$ cat src/rtl/pacer_pkg.sv
// pacer_pkg: shared sense-channel state encoding and counter width for the pacemaker.
package pacer_pkg;
  localparam int CNT_W_DEF = 5;
  typedef enum logic [2:0] {
    ST_IDLE,
    ST_QUALIFY,
    ST_EVENT,
    ST_REFRACT,
    ST_REARM
  } ch_state_e;
endpackage

$ cat src/rtl/sense_channel.sv
// sense_channel: synchronise, debounce and refractory-gate one electrode comparator input.
module sense_channel
  import pacer_pkg::*;
#(
  parameter int SYNC_STAGES = 2,
  parameter int DEB_CYC     = 3,
  parameter int POST_LEN    = 8,
  parameter int CNT_W       = CNT_W_DEF
) (
  input  logic             clk,
  input  logic             rst_n,
  input  logic             raw_i,
  input  logic             blk_i,
  input  logic [CNT_W-1:0] ref_len_i,
  output logic             sense_o,
  output logic             refr_o
);
  localparam logic [CNT_W-1:0] DEB_C  = CNT_W'(DEB_CYC);
  localparam logic [CNT_W-1:0] POST_C = CNT_W'(POST_LEN);
  localparam logic [CNT_W-1:0] ONE_C  = CNT_W'(1);
  if (SYNC_STAGES < 2 || DEB_CYC < 1 || DEB_CYC >= 2 ** CNT_W || POST_LEN < 1 || POST_LEN >= 2 ** CNT_W)
    begin : g_bad_param
      $error("sense_channel: parameter out of range");
    end
  logic [SYNC_STAGES-1:0] sync_q;
  ch_state_e              state_q, state_d;
  logic [CNT_W-1:0]       cnt_q, cnt_d, rem;
  logic                   s, sense_q, refr_q;
  assign s       = sync_q[SYNC_STAGES-1];
  assign rem     = cnt_q - ONE_C;
  assign sense_o = sense_q;
  assign refr_o  = refr_q;
  // A blank always wins over qualification; inside a window it can only extend it.
  always_comb begin
    state_d = state_q;
    cnt_d   = cnt_q;
    case (state_q)
      ST_IDLE:
        if (blk_i) begin
          state_d = ST_REFRACT;
          cnt_d   = ref_len_i;
        end else if (s) begin
          state_d = (DEB_CYC == 1) ? ST_EVENT : ST_QUALIFY;
          cnt_d   = ONE_C;
        end
      ST_QUALIFY:
        if (blk_i) begin
          state_d = ST_REFRACT;
          cnt_d   = ref_len_i;
        end else if (!s) begin
          state_d = ST_IDLE;
        end else if (cnt_q + ONE_C == DEB_C) begin
          state_d = ST_EVENT;
        end else begin
          cnt_d = cnt_q + ONE_C;
        end
      ST_EVENT: begin
        state_d = ST_REFRACT;
        cnt_d   = (blk_i && ref_len_i > POST_C) ? ref_len_i : POST_C;
      end
      ST_REFRACT:
        if (blk_i) cnt_d = (rem > ref_len_i) ? rem : ref_len_i;
        else if (cnt_q == ONE_C) state_d = ST_REARM;
        else cnt_d = rem;
      ST_REARM:
        if (blk_i) begin
          state_d = ST_REFRACT;
          cnt_d   = ref_len_i;
        end else if (!s) begin
          state_d = ST_IDLE;
        end
      default: state_d = ST_IDLE;
    endcase
  end
  always_ff @(posedge clk or negedge rst_n)
    if (!rst_n) begin
      sync_q  <= '0;
      state_q <= ST_IDLE;
      cnt_q   <= '0;
      sense_q <= 1'b0;
      refr_q  <= 1'b0;
    end else begin
      sync_q  <= {sync_q[SYNC_STAGES-2:0], raw_i};
      state_q <= state_d;
      cnt_q   <= cnt_d;
      sense_q <= state_d == ST_EVENT;
      refr_q  <= state_d == ST_REFRACT;
    end
endmodule

$ cat src/rtl/sense_conditioner.sv
// sense_conditioner: atrial/ventricular sense front end; pace and sense feedback drive the
// cross-channel blanking windows.
module sense_conditioner
  import pacer_pkg::*;
#(
  parameter int SYNC_STAGES = 2,
  parameter int DEB_CYC     = 3,
  parameter int ARP         = 8,
  parameter int PVARP       = 10,
  parameter int VRP         = 8,
  parameter int VBLANK      = 2,
  parameter int CNT_W       = CNT_W_DEF
) (
  input  logic clk,
  input  logic rst_n,
  input  logic atrial_raw,
  input  logic vent_raw,
  input  logic pa,
  input  logic pv,
  output logic sa,
  output logic sv,
  output logic a_refr,
  output logic v_refr
);
  localparam logic [CNT_W-1:0] ARP_C    = CNT_W'(ARP);
  localparam logic [CNT_W-1:0] PVARP_C  = CNT_W'(PVARP);
  localparam logic [CNT_W-1:0] VRP_C    = CNT_W'(VRP);
  localparam logic [CNT_W-1:0] VBLANK_C = CNT_W'(VBLANK);
  if (ARP < 1 || PVARP < 1 || VRP < 1 || VBLANK < 1 || ARP >= 2 ** CNT_W || PVARP >= 2 ** CNT_W ||
      VRP >= 2 ** CNT_W || VBLANK >= 2 ** CNT_W)
    begin : g_bad_param
      $error("sense_conditioner: window parameter out of range");
    end
  logic             a_blk, v_blk;
  logic [CNT_W-1:0] a_ref, v_ref;
  // Concurrent blank sources resolve to the longest applicable window.
  assign a_blk = pa | pv | sv;
  assign a_ref = ((pv | sv) && (!pa || PVARP_C >= ARP_C)) ? PVARP_C : ARP_C;
  assign v_blk = pa | pv;
  assign v_ref = (pv && (!pa || VRP_C >= VBLANK_C)) ? VRP_C : VBLANK_C;
  sense_channel #(
    .SYNC_STAGES(SYNC_STAGES),
    .DEB_CYC    (DEB_CYC),
    .POST_LEN   (ARP),
    .CNT_W      (CNT_W)
  ) u_atrial (
    .clk      (clk),
    .rst_n    (rst_n),
    .raw_i    (atrial_raw),
    .blk_i    (a_blk),
    .ref_len_i(a_ref),
    .sense_o  (sa),
    .refr_o   (a_refr)
  );
  sense_channel #(
    .SYNC_STAGES(SYNC_STAGES),
    .DEB_CYC    (DEB_CYC),
    .POST_LEN   (VRP),
    .CNT_W      (CNT_W)
  ) u_vent (
    .clk      (clk),
    .rst_n    (rst_n),
    .raw_i    (vent_raw),
    .blk_i    (v_blk),
    .ref_len_i(v_ref),
    .sense_o  (sv),
    .refr_o   (v_refr)
  );
endmodule

$ cat config.mk
export PLATFORM = sky130hd
export DESIGN_NAME = sense_conditioner
export DESIGN_NICKNAME = d
export VERILOG_FILES = /design/src/rtl/pacer_pkg.sv /design/src/rtl/sense_channel.sv /design/src/rtl/sense_conditioner.sv
export SDC_FILE = /design/constraint.sdc
export NUM_CORES = 1
export LEC_CHECK = 0
export ABC_AREA = 0
export CAP_MARGIN = 0
export CELL_PAD_IN_SITES_DETAIL_PLACEMENT = 1
export CELL_PAD_IN_SITES_GLOBAL_PLACEMENT = 1
export CORE_MARGIN = 1
export CORE_UTILIZATION = 25
export CTS_CLUSTER_DIAMETER = 60
export DETAILED_ROUTE_END_ITERATION = 7
export DONT_BUFFER_PORTS = 1
export PLACE_DENSITY_LB_ADDON = 0.05
export SYNTH_ARGS = -nofsm -noshare
export SYNTH_HDL_FRONTEND = slang
export SYNTH_SLANG_ARGS = --single-unit
$ cat constraint.sdc
create_clock -name clk -period 2.4 [get_ports clk]
set_input_delay 0.36 -clock clk [delete_from_list [all_inputs] [get_ports clk]]
set_output_delay 0.36 -clock clk [all_outputs]
set_load 0.01 [all_outputs]
# Yosys cells after proc, flatten, opt, wreduce, memory -nomap -nowiden
# Index checks and enable logic that the tools add are counted.
# classes
add_sub_neg,4
n_mul,0
div_mod_pow,0
n_lt_le_gt_ge,4
n_eq_ne,26
shifts,0
muxes,44
bitwise_logic,3
reduce_logical,8
# ops
operator,n
2-to-1 mux 5 bit,18
2-to-1 mux 3 bit,18
one-hot mux 5 bit (5 select lines),2
one-hot mux 3 bit (5 select lines),2
== test 3 x 2 -> 1 bit (second input constant),8
!= test 3 x 1 -> 1 bit (second input constant),4
!= test 3 x 2 -> 1 bit (second input constant),4
AND reduction 6 bit,2
adder 5 x 1 -> 5 bit (second input constant),2
== test 5 x 1 -> 1 bit (second input constant),2
== test 5 x 2 -> 1 bit (second input constant),2
greater-than comparator 5 x 4 -> 1 bit,2
nonzero test 5 bit,2
subtractor 5 x 1 -> 5 bit (second input constant),2
greater-than comparator 4 bit (second input constant),2
2-to-1 mux 4 bit,2
== test 3 x 1 -> 1 bit (second input constant),2
== test 3 bit (second input constant),2
zero test 3 bit,2
2-to-1 mux 2 bit,2
!= test 2 x 1 -> 1 bit (second input constant),2
OR 1 bit,3
logical AND 1 bit,2
# word_totals
reg_bits,24
latchBits,0
ram_bits,0
mem_bits_ro,0
input_bits,6
out_inout_bits,4
mem_count,0

# Longest topological paths before layout
# logic_depth
ltp_word,7
depth_mapped,10
mapped_depth_nobuf,9

# Modules after synthesis
# Synthesis repeated with hierarchy kept, for this count alone.
# unflattened
cells_unflattened,296
hier_area_um2,2434.8
# by_module_without_submodules
module,n_inst,cells_each,area_each_um2,seq_area_each_um2
sense_channel,2,145,1202.4,300.3
sense_conditioner,1,6,30.0,0.0

# Worst setup path before layout
# No wires, ideal clock.
# synth_path
path_kind,register to register
startpoint,register u_vent.cnt_q[0]
endpoint,register u_vent.cnt_q[3]
setup_ps,125
t_arrival_ps,2099
required_ps,2275
setup_slack_ps,176
stages_incl_launch_ff,10
synth_period_minus_slack_ps,2224
cell_sequence,dfrtp_1 inv_1 ha_1 ha_1 nand3_1 a211oi_1 nor2_4 o21ai_1 a21oi_1 mux2_2
# synth_via
elab_chain_cells,5
# synth_lines
element,line_no,source
from (decl),sense_channel.sv:27,"logic [CNT_W-1:0] cnt_q, cnt_d, rem;"
from (signal assigned),sense_channel.sv:85,cnt_q <= cnt_d;
subtractor 5 x 1 -> 5 bit / adder 5 x 1 -> 5 bit (equally long branches),"sense_channel.sv:30, sense_channel.sv:52, sense_channel.sv:55",
greater-than comparator 5 x 4 -> 1 bit / 2-to-1 mux 5 bit (equally long branches),"sense_channel.sv:62, sense_channel.sv:52",
"2-to-1 mux 5 bit, on equally long branches","sense_channel.sv:62, sense_channel.sv:50",
"2-to-1 mux 5 bit, on equally long branches","sense_channel.sv:62, sense_channel.sv:47",
one-hot mux 5 bit (5 select lines),sense_channel.sv:37,case (state_q)
# Several ways; a longest one is shown, not always the timed one. The select of a mux whose other input is x is not followed.
# A chain may end at the register's enable or synchronous reset.

# Worst setup path in the final report
# layout_path
startpoint,register u_vent.cnt_q[1]
endpoint,register u_vent.cnt_q[0]
# layout_via
elab_chain_cells,5
# layout_lines
element,line_no,source
subtractor 5 x 1 -> 5 bit,sense_channel.sv:30,assign rem = cnt_q - ONE_C;
greater-than comparator 5 x 4 -> 1 bit,sense_channel.sv:62,if (blk_i) cnt_d = (rem > ref_len_i) ? rem : ref_len_i;
2-to-1 mux 5 bit (2 in a row),sense_channel.sv:62,
one-hot mux 5 bit (5 select lines),sense_channel.sv:37,
# Several ways; a longest one is shown, not always the timed one.

==> results.json <==
{
  "status": "finished, final reports clean",
  "whs_ns": 0.1086,
  "fin_crit_sh_pct": 94.67,
  "start_util_pct": 26.16,
  "drtIter0Drc": 68,
  "hold_path_class": "input pin to flop",
  "synth_area_mm2": 0.002053,
  "power_density_mw_per_mm2": 1133,
  "tritoncts": "yes",
  "grt_use_met1_pct": 26.35,
  "num_io_pins": 10,
  "r2r-end": "u_vent.cnt_q[0]$_DFFE_PN0P_",
  "postCtsSetupBuffers": 0,
  "ys_warn_count": 0,
  "cts.sinks": 24,
  "critical_path_class": "flop to flop",
  "top_usage_layer": "met1",
  "syn_inst": 256,
  "skew_ns": 0.01204,
  "avgSynthCellArea_um2": 8.020,
  "grtUsageMet2_pct": 25.80,
  "via_per_inst": 5.163,
  "hold_violations": 0,
  "setup_viol": 0,
  "crit_path_start_kind": "flop",
  "ant_nets": 0,
  "rows": 32,
  "antenna_found_initial": 0,
  "ir_worst_vdd_uv": 279.0,
  "diodes": 0,
  "dpl_cell_area_mm2": 0.002310,
  "syn_nets": 273,
  "drv_slew": 0,
  "synth_edf_count": 0,
  "syn2layout_area_growth_pct": 17.79,
  "crit_path_cell_trace": "nor3_1 -> xor2_1 -> ha_1 -> nor3b_1 -> mux2_4 -> nor2_4 -> a21oi_1 -> o32ai_1 -> o21a_1",
  "core-area_mm2": 0.007848,
  "clockBufferDepth": 2,
  "avgRoutedWirePerCell_um": 18.02,
  "dp_hpwl_um": 5062,
  "required_ns": 2.62,
  "ys.flop_type": "dfrtp_1",
  "synth_top_area_share_pct": 29.25,
  "min_from": "vent_raw",
  "rsz0062_at_grt": "no",
  "slowest_stage": "dfrtp_2",
  "maxCapViolCount": 0,
  "slowest_delay_ns": 0.46,
  "synth.distinct_cells": 59,
  "clk_latency_ns": 0.28,
  "power.total_mw": 2.739,
  "worst_pin_slew_ns": 0.5419,
  "grt_max_degree": 25,
  "fin_nets": 291,
  "synthTopCellsByCount": "dfrtp_1, nor2_1, nand2_1, a21oi_1, nor3_1",
  "fin_util_pct": 30.82,
  "grt_pass1_vias": 2033,
  "drive_gt1_share_pct": 19.41,
  "reg2regPathDepth": 9,
  "period_needed_ns": 2.272,
  "cts-root-buf": "clkbuf_8",
  "holdPathEnd": "u_vent.sync_q[0]$_DFF_PN0_",
  "relSlewSlack_pct": 63.87,
  "r2r_slack_ns": 0.13,
  "max_freq_mhz": 440.1,
  "grtUsageTotal_pct": 17.09,
  "crit_path_end_kind": "flop",
  "yosysTopAreaCell": "dfrtp_1",
  "ctsHtreeMaxLevel": 1,
  "p_leak_nw": 1.003,
  "overflow": 0,
  "route.vias.total": 1936,
  "drc": 0,
  "fill_cells": 959,
  "cts_buffers": 3,
  "ys_seq_area_share_pct": 29.25,
  "synthArstFlopShare_pct": 100.0,
  "io_buffers": 0,
  "final.setup.tns_ns": 0,
  "die_w_um": 92.63,
  "rr_startpoint": "u_vent.cnt_q[1]$_DFFE_PN0P_",
  "drt_first_pass_iters": 4,
  "routabilityCongestion": 0.7801,
  "final_design_area_no_fill_mm2": 0.002419,
  "synthTopCellsByArea": "dfrtp_1, ha_1, a21oi_1",
  "worstPathArrival_ns": 2.50,
  "clk_pin_slew_ns": 0.11,
  "yosysMostFrequentCell": "dfrtp_1",
  "wl_um": 6756,
  "met3_usage_pct": 2.545,
  "grt_pass1_wl_um": 11270,
  "synth-seq-cells": 24,
  "die_area_mm2": 0.008579,
  "die_y_um": 92.63,
  "crit_fanout": 7,
  "hold_depth": 0
}
==> where the power goes <==
group / switching [mW] / internal (mW)
clock network: 0.153 / 0.223
logic: 0.897 / 0.788
registers: 0.164 / 0.513
==> metal layers <==
layer	share of wire [%]	routed length, µm
met5	0	0
met4	0.36	24
met3	3.7	247
met2	41	2778
met1	55	3705
==> worst max-delay path by stage <==
stage / to / slack (ns) / from
global route: u_vent.cnt_q[3]$_DFFE_PN0P_ / 0.003 / u_vent.cnt_q[1]$_DFFE_PN0P_
detailed placement: u_vent.cnt_q[3]$_DFFE_PN0P_ / 0.06 / u_vent.cnt_q[0]$_DFFE_PN0P_
CTS: u_vent.cnt_q[3]$_DFFE_PN0P_ / 0.05 / u_vent.cnt_q[0]$_DFFE_PN0P_
finish: u_vent.cnt_q[0]$_DFFE_PN0P_ / 0.13 / u_vent.cnt_q[1]$_DFFE_PN0P_
global placement: u_vent.cnt_q[3]$_DFFE_PN0P_ / 0.13 / u_vent.cnt_q[1]$_DFFE_PN0P_
floorplan: u_vent.cnt_q[3]$_DFFE_PN0P_ / 0.18 / u_vent.cnt_q[0]$_DFFE_PN0P_
==> repair_timing <==
item	in CTS	in global routing
endpoints found under the hold margin	24	0
hold buffers	2	0
resized for setup	0	3
endpoints found under the setup margin	0	5
==> cell usage in the layout, fill, tap and decap left out, drive strengths merged, types with 2 or more instances in the layout <==
| master | Yosys | layout |
|---|---|---|
| mux2 | 3 | 3 |
| nor3 | 16 | 16 |
| a21o | 3 | 3 |
| a211oi | 8 | 8 |
| inv | 14 | 14 |
| xor2 | 3 | 3 |
| o221ai | 2 | 2 |
| o21a | 2 | 2 |
| nand2 | 20 | 20 |
| xnor2 | 4 | 4 |
| nand2b | 6 | 6 |
| o22ai | 6 | 6 |
| a21oi | 18 | 18 |
| a32oi | 2 | 2 |
| a31oi | 9 | 9 |
| o32ai | 3 | 3 |
| o21ai | 14 | 14 |
| nand3 | 10 | 10 |
| a2bb2oi | 2 | 2 |
| ha | 11 | 11 |
| dfrtp | 24 | 24 |
| o211ai | 2 | 2 |
| nor2b | 5 | 5 |
| a21boi | 2 | 2 |
| nor2 | 25 | 25 |
| buf | 10 | 29 |
| clkbuf | 7 | 3 |
| or3 | 2 | 2 |
| and2 | 3 | 3 |
| o21ba | 2 | 2 |
| a221oi | 2 | 2 |
==> through the flow <==
step                setup WS (ns)  cells
floorplan                  0.1762    256
global placement           0.1271    369
detailed placement        0.06253    369
CTS                       0.04691    375
global route             0.002867    375
finish                     0.1279    375
==> kinds of logic (layout without fill, tap and decap cells) <==
kind of cell | Yosys count | in the layout | share of synthesized area (%)
and+or+nand+nor | 95 | 95 | 23.83
xor gates and xnor gates | 7 | 7 | 2.986
DFF | 24 | 24 | 29.25
adders and majority gates | 11 | 11 | 6.703
buffers and inverters | 31 | 48 | 6.520
muxes | 3 | 3 | 1.828
AOI/OAI and AO/OA | 85 | 85 | 28.88
==> state kept, by name (all words and copies together) (netlist names) <==
name,cells
u_atrial.state_q,3
u_vent.state_q,3
u_atrial.sense_o,1
u_vent.sync_q,2
u_vent.cnt_q,5
u_atrial.sync_q,2
u_atrial.refr_o,1
u_vent.sense_o,1
u_atrial.cnt_q,5
u_vent.refr_o,1
==> critical path: cells and delay by family, from the launching register on <==
family	cells	cell delay, ns
AOI/OAI and AO/OA	3	0.53
and+or+nand+nor	3	0.46
DFF	1	0.46
muxes	1	0.29
xor gates and xnor gates	1	0.24
adders and majority gates	1	0.24
==> area by class of cell <==
| type | count | area [µm²] | share of cell area (%) |
|---|---|---|---|
| sequential | 24 | 603.1 | 24.94 |
| clock inverter | 1 | 30.03 | 1.242 |
| inverter | 14 | 52.55 | 2.173 |
| tap | 102 | 127.6 | 5.277 |
| timing repair buffer | 30 | 240.2 | 9.933 |
| clock buffer | 3 | 41.29 | 1.707 |
| multi-input combinational | 201 | 1324 | 54.73 |
(Power assumes the default switching activity.)
